**config.mk**
```make
export PLATFORM = sky130hd
export DESIGN_NAME = seq_mul_ctrl
export DESIGN_NICKNAME = d
export VERILOG_FILES = /design/src/rtl/seq_mul_ctrl.sv
export SDC_FILE = /design/constraint.sdc
export NUM_CORES = 1
export LEC_CHECK = 0
export CAP_MARGIN = 20
export CORE_MARGIN = 2
export CORE_UTILIZATION = 48
export DETAILED_ROUTE_END_ITERATION = 8
export PLACE_DENSITY = 0.84
export SLEW_MARGIN = 10
export SYNTH_ARGS = -nofsm -noshare
export SYNTH_HDL_FRONTEND = slang
export SYNTH_SLANG_ARGS = --single-unit
```
**constraint.sdc**
```tcl
create_clock -name clk -period 14.5 [get_ports clk]
set_clock_uncertainty 0.15 [all_clocks]
set_input_delay 3.625 -clock clk [delete_from_list [all_inputs] [get_ports clk]]
set_output_delay 3.625 -clock clk [all_outputs]
set_load 0.05 [all_outputs]
```
**src/rtl/seq_mul_ctrl.sv**
```systemverilog
// Sequential unsigned shift-and-add multiplier.
// One N-bit ripple-carry adder is reused over N iterations to build a 2N-bit
// product behind a start/busy/done handshake.

// N-bit ripple-carry adder with carry-out; the only adder in the multiplier.
module seq_mul_adder #(
    parameter int N = 32
) (
    input  logic [N-1:0] a,
    input  logic [N-1:0] b,
    output logic [N-1:0] sum,
    output logic         cout
);
    logic [N:0] c;

    assign c[0] = 1'b0;

    for (genvar i = 0; i < N; i++) begin : g_fa
        assign sum[i]  = a[i] ^ b[i] ^ c[i];
        assign c[i+1]  = (a[i] & b[i]) | (c[i] & (a[i] ^ b[i]));
    end

    assign cout = c[N];
endmodule

module seq_mul_ctrl #(
    parameter int N  = 32,
    parameter int CW = 6
) (
    input  logic           clk,
    input  logic           rst,
    input  logic           start,
    input  logic [N-1:0]   multiplicand,
    input  logic [N-1:0]   multiplier,
    output logic           busy,
    output logic           done,
    output logic [2*N-1:0] product
);
    localparam logic [1:0] S_IDLE = 2'd0;
    localparam logic [1:0] S_RUN  = 2'd1;
    localparam logic [1:0] S_DONE = 2'd2;

    // Count value seen on the final RUN cycle.
    localparam logic [CW-1:0] LAST = CW'(N - 1);

    logic [1:0]    state;
    logic [N-1:0]  acc;      // A: upper half of the running product
    logic [N-1:0]  mq;       // Q: multiplier bits, shifted out LSB first
    logic [N-1:0]  mcand;    // M
    logic [CW-1:0] count;

    logic [N-1:0]  addend;
    logic [N-1:0]  acc_sum;
    logic          carry;
    logic [N-1:0]  acc_nxt;
    logic [N-1:0]  mq_nxt;

    // Add M only when the current multiplier LSB is set.
    assign addend = mq[0] ? mcand : '0;

    seq_mul_adder #(.N(N)) u_add (
        .a    (acc),
        .b    (addend),
        .sum  (acc_sum),
        .cout (carry)
    );

    // {C, A_sum, Q} shifted right by one: the carry lands in A's MSB and the
    // bit falling out of A becomes Q's MSB, so no carry is ever lost.
    assign acc_nxt = {carry, acc_sum[N-1:1]};
    assign mq_nxt  = {acc_sum[0], mq[N-1:1]};

    // Control FSM, datapath registers and the product register.
    always_ff @(posedge clk) begin
        if (rst) begin
            state   <= S_IDLE;
            acc     <= '0;
            mq      <= '0;
            mcand   <= '0;
            count   <= '0;
            product <= '0;
        end else begin
            case (state)
                S_IDLE: begin
                    if (start) begin
                        acc   <= '0;
                        mq    <= multiplier;
                        mcand <= multiplicand;
                        count <= '0;
                        state <= S_RUN;
                    end
                end
                S_RUN: begin
                    acc   <= acc_nxt;
                    mq    <= mq_nxt;
                    count <= count + 1'b1;
                    if (count == LAST) begin
                        product <= {acc_nxt, mq_nxt};
                        state   <= S_DONE;
                    end
                end
                S_DONE: begin
                    state <= S_IDLE;
                end
                default: begin
                    state <= S_IDLE;
                end
            endcase
        end
    end

    // Status outputs come straight off the state register.
    assign busy = (state == S_RUN);
    assign done = (state == S_DONE);
endmodule

```
==> run metrics, run 1 <==
dpl cell area=9030 um^2; Top Usage Layer GRT=met2; largest stage delay on the critical path=490 ps; share of post-route cells with drive strength above 1=0.0753; WHS=304 ps; Final Cycle Share=0.961; asr flop ratio synth=0; HPWL after DPL=10600 um; Die H=130 um; DR iter-0 viols=412; R2R depth=38; full die area=17000 um^2; vias per cell=5.05; final core occ=0.615; DP Worst Slack=521 ps; Synth Warn #=0; Residual DRC=0; Slew HR=0.411; DIE WIDTH=130 um; global-route met1 utilization=0.264; synth top area cells=dfxtp_1, fa_1, nand2b_1; gr usage total=0.199; largest net degree at the start of global routing=139; final hold violations=0; grt ovf=0; hold depth=2; Max Buffers Root-to-Sink=2; antenna cells=0; MaxCap Viol Count=0; Worst Hold Launch=mcand[5]; Initial Util=0.487; top_reg_cell synth=dfxtp_1; Worst Path Required=14650 ps; Final min period=13940 ps; CTS tree=built; ANT nets after route=0; total CTS buffers=17; Max Clk Rate=0.0718 GHz; site row count=46; Reg clk slew, reported paths=60 ps; worst skew pair latency=420 ps; post-CTS sizing=0; count leader, synth=dfxtp_1; critical-path maximum fanout=3; clock sink count=168; met3 GRT Util=0.0381; Post-CTS Hold Fix Bufs=0; PortBufs=132; most used cell along the critical path=fa_1; post-route cell area=9670 um^2; count of final setup violators=0; root buf cell=clkbuf_16; reg2reg end=product[62]; drt wl/cell=13.7 um; setup_tns=0 ps; Core ar.=15700 um^2; Synth top area share=0.440; Seq/Total Area, Yosys=0.440; Crit-path slowest cell=fa_1; # IOs=133; final wirelength=16400 um; unrepaired setup endpoints after global routing=false; cell count after synthesis=876; critical path data arrival time=14090 ps; setup slack after layout=564 ps; power density over the cells=110 nW/um^2; CTS H-tree lvls=4; Mean Syn Cell Area=8.74 um^2; Mapped Area=7650 um^2; post-synth top area cell=dfxtp_1; peak supply drop=0.0000964 V; status=complete, no violations; number of distinct library cells after synthesis=31; drt first pass iters=5; first-pass GRT wire length=26800 um; r2r setup slk=560 ps; worst-margin pin slew=884 ps; Slew Viols, Final=0; Yosys reg bits=168; GP Congestion=0.766; vias post-DR=6050; synth cell count leaders=dfxtp_1, nor2_1, nand2_1, nand2b_1, a21oi_1; Static Leak=0.00330 uW; initial antenna violation count=0; Syn-to-layout area delta=26.4%; GRT met2 Usage=0.326; Setup Fix Bufs, Post-CTS=0; WS Path Type=flip-flop to flip-flop; crit path launch type=flip-flop; Post-synth EDFFs=0; worst hold path class=flip-flop to flip-flop; Reg2Reg Launch Point=mq[0]; crit end category=flip-flop; Syn Nets=976; Hold Path Sink=mcand[5]; vias in the first global route=5602; nets@finish=1070
-- sequential cells by signal, indices dropped and copies added, names as in the netlist --
name     flops
mcand       32
state        2
count        6
mq          32
acc         32
product     64
-- worst max-delay path: cells and delay by family (launching register included) --
kind | cells | cell delay (ps)
adders and majority gates | 32 | 12690
and+or+nand+nor | 2 | 180
muxes | 1 | 290
buffers and inverters | 3 | 190
DFF | 1 | 340
-- how the worst max path moves through the flow --
stage	startpoint	end	slack, ps	cells past startpoint
floorplan	mq[0]	product[62]	810	39
CTS	mq[0]	product[62]	480	38
detailed placement	mq[0]	product[62]	520	38
global route	mq[0]	product[62]	90	38
finish	mq[0]	product[62]	560	38
global placement	mq[0]	product[62]	770	38
-- routing by layer --
| layer | wire length, um | vias up |
|---|---|---|
| met3 | 994 | 20 |
| met1 | 7530 | 2855 |
| li1 | - | 3012 |
| met2 | 7670 | 163 |
| met5 | 0 | - |
| met4 | 195 | 0 |
-- where the power goes --
| group | switching (uW) | leakage [uW] | total (uW) | internal, uW |
|---|---|---|---|---|
| clock | 176 | 0.000313 | 487 | 311 |
| combinational | 51.2 | 0.00162 | 90.3 | 39.1 |
| sequential | 10.7 | 0.00137 | 488 | 477 |
| total | 237 | 0.00330 | 1070 | 828 |
-- cell type report --
cell class	count	area (um^2)
Fill cell	1383	6040
Inverter	33	124
Timing Repair Buffer	140	1400
Multi-Input combinational cell	610	3870
Sequential cell	168	3360
Clock inverter	7	138
Tap cell	216	270
Clock buffer	25	505
-- stage by stage --
step | total power [uW] | std cells
after global placement | 585 | 1166
after global routing | 1100 | 1199
after detailed placement | 589 | 1167
after floorplan | 554 | 876
after CTS | 1070 | 1199
final | 1070 | 1199
-- logic make-up (layout without fill, tap and decap cells) --
| group | count (synthesis) | after routing | share of synthesized area |
|---|---|---|---|
| flops | 168 | 168 | 0.440 |
| simple gates | 437 | 437 | 0.278 |
| compound gates | 75 | 75 | 0.0513 |
| fa+ha+maj | 33 | 33 | 0.0844 |
| buf+inv | 98 | 205 | 0.0571 |
| mux | 65 | 65 | 0.0901 |
-- placed cells by master (no fill, tap or decap), types with 4 or more instances in the layout --
master,instances
mux2i_1,34
clkbuf_8,5
inv_1,33
nor4_1,33
bufinv_16,4
clkbuf_16,17
a21oi_1,69
mux2_2,31
fa_1,31
dfxtp_1,168
clkdlybuf4s50_1,131
nand2_1,99
nor2_1,127
nand2b_1,98
nor2b_1,31
nand3_1,38
buf_4,7
No activity file was read; power rests on OpenSTA's default activity.
==> run 2, diff against run 1 <==
==> constraint.sdc (replaced) <==
create_clock -name clk -period 12.8 [get_ports clk]
set_clock_uncertainty 0.15 [all_clocks]
set_input_delay 3.2 -clock clk [delete_from_list [all_inputs] [get_ports clk]]
set_output_delay 3.2 -clock clk [all_outputs]
set_load 0.05 [all_outputs]
==> run 2 against run 1 <==
  * Global-route usage down 0.28 points
  * Die area stayed put
  * Via count down 1.5%
  * Utilization fell by 0.056 points
  * Highest routed layer unchanged
  * Clock-buffer cell count fell by 3
==> run metrics, run 2 (same netlist as run 1, synthesis figures left out) <==
status=complete, no violations (unchanged); Slew Viols, Final=0 (unchanged); met3 GRT Util=0.0398 (was 0.0381); critical-path maximum fanout=2 (was 3); nets@finish=1071 (was 1070); Final Cycle Share=0.970 (was 0.961); most used cell along the critical path=fa_2 (was fa_1); largest net degree at the start of global routing=124 (was 139); ANT nets after route=0 (unchanged); Slew HR=0.304 (was 0.411); Die H=130 um (unchanged); reg2reg end=product[62] (unchanged); Reg clk slew, reported paths=60 ps (about the same); drt wl/cell=13.7 um (about the same); worst-margin pin slew=1040 ps (was 884 ps); GRT met2 Usage=0.312 (was 0.326); PortBufs=132 (unchanged); antenna cells=0 (unchanged); full die area=17000 um^2 (unchanged); Reg2Reg Launch Point=mq[0] (unchanged); Initial Util=0.487 (unchanged); Max Buffers Root-to-Sink=2 (unchanged); Hold Path Sink=mcand[31] (was mcand[5]); first-pass GRT wire length=26400 um (was 26800 um); total CTS buffers=17 (unchanged); Static Leak=0.00330 uW (about the same); global-route met1 utilization=0.261 (was 0.264); vias per cell=4.97 (was 5.05); GP Congestion=0.766 (about the same); root buf cell=clkbuf_16 (unchanged); power density over the cells=120 nW/um^2 (was 110 nW/um^2); site row count=46 (unchanged); # IOs=133 (unchanged); final hold violations=0 (unchanged); max reg flops=64 (unchanged); MaxCap Viol Count=0 (unchanged); Final min period=12420 ps (was 13940 ps); worst skew pair latency=420 ps (about the same); dpl cell area=9050 um^2 (was 9030 um^2); worst hold path class=flip-flop to flip-flop (unchanged); largest stage delay on the critical path=490 ps (about the same); crit path launch type=flip-flop (unchanged); vias post-DR=5960 (was 6050); gr usage total=0.196 (was 0.199); Max Clk Rate=0.0805 GHz (was 0.0718 GHz); post-route cell area=9660 um^2 (was 9670 um^2); Filler cells=1359 (was 1383); crit path from=mq[0] (unchanged); largest reg by FF count=product (unchanged); critical path data arrival time=12580 ps (was 14090 ps); hold depth=2 (unchanged); most frequent cells in the layout=dfxtp_1, clkdlybuf4s50_1, nor2_1 (unchanged); HPWL after DPL=10500 um (was 10600 um); final core occ=0.615 (about the same); crit end category=flip-flop (unchanged); CTS tree=built (unchanged); Post-CTS Hold Fix Bufs=0 (unchanged); vias in the first global route=5564 (was 5602); Residual DRC=0 (unchanged); initial antenna violation count=0 (unchanged); Worst Path Required=12960 ps (was 14650 ps); most common cell after layout, fill and taps aside=dfxtp_1 (unchanged); count of final setup violators=0 (unchanged); R2R depth=38 (unchanged); Core ar.=15700 um^2 (unchanged); WS Path Type=flip-flop to flip-flop (unchanged); final wirelength=16400 um (about the same); peak supply drop=0.000104 V (was 0.0000964 V); FF/Latch Area=3360 um^2 (about the same); area of the multi-input gates=3930 um^2 (was 3870 um^2); r2r setup slk=380 ps (was 560 ps); clock sink count=168 (unchanged); Crit-path slowest cell=fa_1 (unchanged); Top Usage Layer GRT=met2 (unchanged); share of post-route cells with drive strength above 1=0.105 (was 0.0753); Worst Hold Launch=mcand[31] (was mcand[5]); drt first pass iters=8 (was 5); grt ovf=0 (unchanged); Syn-to-layout area delta=26.3% (was 26.4%); Setup Fix Bufs, Post-CTS=0 (unchanged); DIE WIDTH=130 um (unchanged); DR iter-0 viols=386 (was 412); CTS H-tree lvls=4 (unchanged)
[run 2: repair_timing]
| item | in CTS | in global routing |
|---|---|---|
| resized for setup | 7 | 5 |
| pin swaps | 0 | 3 |
| endpoints found under the setup margin | 3 | 4 |
| hold endpoints to repair | 0 | 0 |
[run 2: report_power, final]
part / internal, uW / switching, uW / total (uW)
combinational: 43.9 / 58.3 / 102
clock: 305 / 200 / 505
sequential: 541 / 12.0 / 553
total: 890 / 271 / 1160
[run 2: worst max path at each step]
stage / end / cells past startpoint
after floorplan: product[62] / 39
after global placement: product[62] / 38
after detailed placement: product[62] / 38
after CTS: product[62] / 38
after global routing: product[62] / 38
final: product[62] / 38
[run 2: worst max-delay path: cells and delay by family, from the launching register on]
kind	cells	cell delay (ps)
flops	1	320
buf+inv	3	180
mux	1	290
fa+ha+maj	32	11210
simple gates	2	170
[run 2: stage by stage]
| step | TNS, ps | power (uW) | cells | worst slack [ps] | hold WS (ps) |
|---|---|---|---|---|---|
| after floorplan | 0 | 628 | 876 | 47.2 | 282 |
| after global placement | -79.0 | 664 | 1168 | -79.0 | 289 |
| after detailed placement | -281 | 666 | 1168 | -188 | 297 |
| after CTS | 0 | 1170 | 1198 | 44.3 | 305 |
| after global routing | -0.848 | 1200 | 1198 | -0.848 | 317 |
| final | 0 | 1160 | 1198 | 379 | 304 |
[run 2: per-layer routing]
| metal | vias up | share of wire |
|---|---|---|
| met1 | 2775 | 0.47 |
| met5 | - | 0 |
| li1 | 3010 | - |
| met3 | 16 | 0.054 |
| met2 | 159 | 0.46 |
| met4 | 0 | 0.021 |
[run 2: cell type report]
cell class,count,share of cell area
clock buffer,22,0.0501
timing repair buffer,141,0.144
sequential,168,0.348
tap,216,0.0280
inverter,33,0.0128
multi-input combinational,610,0.407
clock inverter,8,0.00997
==> run 3, diff against run 2 <==
--- a/config.mk
+++ b/config.mk
@@ -5,7 +5,7 @@
 export SDC_FILE = /design/constraint.sdc
 export NUM_CORES = 1
 export LEC_CHECK = 0
-export CAP_MARGIN = 20
+export CAP_MARGIN = 40
 export CORE_MARGIN = 2
 export CORE_UTILIZATION = 48
 export DETAILED_ROUTE_END_ITERATION = 8
==> run 3 against run 2 <==
  * Non-clock buffer count increased by 2
  * Critical path depth stayed put
  * Sequential share of layout area fell by 0.20 points
  * Combinational power is essentially flat
  * Highest routed layer unchanged
  * Final cell count up 0.25%
  * Via count grew 1.7%
  * Power up 1.3%
  * Register-to-register slack got worse by 20 ps
  * Setup slack got worse by 21 ps
  * Wire length up 2.7%
  * Global-route usage rose by 0.52 points
  * Clock-buffer cell count is 2 higher
==> run metrics, run 3 (same netlist as run 1, synthesis figures left out) <==
nets@finish=1073 (was 1071); count of final setup violators=0 (unchanged); Initial Util=0.487 (unchanged); Worst Hold Launch=mcand[30] (was mcand[31]); most used cell along the critical path=fa_2 (unchanged); most common cell after layout, fill and taps aside=dfxtp_1 (unchanged); crit path launch type=flip-flop (unchanged); DR iter-0 viols=429 (was 386); CTS tree=built (unchanged); Reg2Reg Launch Point=mcand[0] (was mq[0]); MaxCap Viol Count=0 (unchanged); gr usage total=0.201 (was 0.196); Placed Cells=1170 (was 1168); crit end category=flip-flop (unchanged); r2r setup slk=360 ps (was 380 ps); max reg flops=64 (unchanged); root buf cell=clkbuf_16 (unchanged); vias post-DR=6059 (was 5960); antenna cells=0 (unchanged); Syn-to-layout area delta=27.0% (was 26.3%); Slew HR=0.470 (was 0.304); WHS=300 ps (was 304 ps); Core ar.=15700 um^2 (unchanged); share of post-route cells with drive strength above 1=0.108 (was 0.105); reg2reg end=product[62] (unchanged); Die H=130 um (unchanged); peak supply drop=0.000113 V (was 0.000104 V); worst-margin pin slew=795 ps (was 1040 ps); Reg clk slew, reported paths=60 ps (about the same); Worst Path Required=12970 ps (was 12960 ps); final hold violations=0 (unchanged); full die area=17000 um^2 (unchanged); most frequent cells in the layout=dfxtp_1, clkdlybuf4s50_1, nor2_1 (unchanged); Residual DRC=0 (unchanged); PortBufs=132 (unchanged); R2R depth=38 (unchanged); largest reg by FF count=product (unchanged); Gate power share=0.088 (about the same); Max Clk Rate=0.0804 GHz (was 0.0805 GHz); initial antenna violation count=0 (unchanged); worst hold path class=flip-flop to flip-flop (unchanged); CTS H-tree lvls=4 (unchanged); vias in the first global route=5634 (was 5564); Flop pwr share=0.470 (was 0.477); drt wl/cell=14.0 um (was 13.7 um); status=complete, no violations (unchanged); Final Cycle Share=0.972 (was 0.970); worst skew pair latency=430 ps (was 420 ps); HPWL after DPL=10500 um (about the same); ANT nets after route=0 (unchanged); sw frac=0.233 (about the same); clock share of power=0.442 (was 0.435); hold depth=2 (unchanged); CP bufs+invs=3 (unchanged); GP Congestion=0.766 (unchanged); DIE WIDTH=130 um (unchanged); total CTS buffers=17 (unchanged); Max Buffers Root-to-Sink=2 (unchanged); first-pass GRT wire length=27100 um (was 26400 um); critical path data arrival time=12610 ps (was 12580 ps); largest net degree at the start of global routing=124 (unchanged); Crit-path slowest cell=fa_1 (unchanged); Slew Viols, Final=0 (unchanged); vias per cell=5.04 (was 4.97); Internal=902 uW (was 890 uW); drt first pass iters=5 (was 8); site row count=46 (unchanged); Hold Path Sink=mcand[30] (was mcand[31]); final wirelength=16800 um (was 16400 um); clock sink count=168 (unchanged); WS Path Type=flip-flop to flip-flop (unchanged); grt ovf=0 (unchanged); Final min period=12440 ps (was 12420 ps); critical-path maximum fanout=2 (unchanged); # IOs=133 (unchanged); Sw Pwr=274 uW (was 271 uW); Non-Filler Instances=1201 (was 1198); largest stage delay on the critical path=490 ps (about the same); Static Leak=0.00333 uW (was 0.00330 uW); power density over the cells=121 nW/um^2 (was 120 nW/um^2); gate family responsible for the most delay along the worst path=adder cells (unchanged)
==> run 3: worst min-delay path, stage by stage (launching register included) <==
cell and delay, ps:
dfxtp_1 300, nand2_1 50, a21oi_1 50
==> run 3: worst max-delay path by stage <==
stage                   from           to  cells after the start
finish              mcand[0]  product[62]                     38
global route        mcand[0]  product[62]                     38
CTS                 mcand[0]  product[62]                     38
detailed placement  mcand[0]  product[62]                     38
global placement       mq[0]  product[62]                     38
floorplan              mq[0]  product[62]                     39
==> run 3: layout make-up <==
cell class	count	area (um^2)
Inverter	33	124
Sequential cell	168	3360
Timing Repair Buffer	143	1430
Tap cell	216	270
Clock inverter	7	90.1
Multi-Input combinational cell	610	3930
Clock buffer	24	512
Fill cell	1325	5990
==> run 3: metal layers <==
layer  part of all wire  track usage  wire length (um)
met1               0.46        0.266              7780
met2               0.47        0.331              7890
met3              0.056       0.0398               943
met4              0.012       0.0670               200
met5                  0            0                 0
==> run 3: power by group through the flow <==
stage / logic, uW / registers, uW / clock network [uW]
6_report: 104 / 553 / 519
5_1_grt: 115 / 555 / 549
4_1_cts: 104 / 553 / 527
3_5_place_dp: 103 / 564 / 0
3_3_place_gp: 101 / 564 / 0
2_1_floorplan: 67.1 / 561 / 0
==> run 3: stage by stage <==
stage	instance area, um^2	power, uW	utilization	worst slack (ps)	TNS, ps
floorplan	7700	628	-	47.2	0
global placement	9050	664	0.576	-79.0	-79.0
detailed placement	9090	667	0.578	-155	-231
CTS	9710	1180	0.618	14.6	0
global route	9720	1220	0.618	-6.95	-6.95
finish	9720	1180	0.618	358	0
==> run 3: timing repair <==
action | in CTS | in global routing
setup endpoints to repair | 3 | 4
resized for setup | 6 | 6
hold buffers | 0 | 0
pin swaps | 0 | 2
setup buffers | 0 | 0
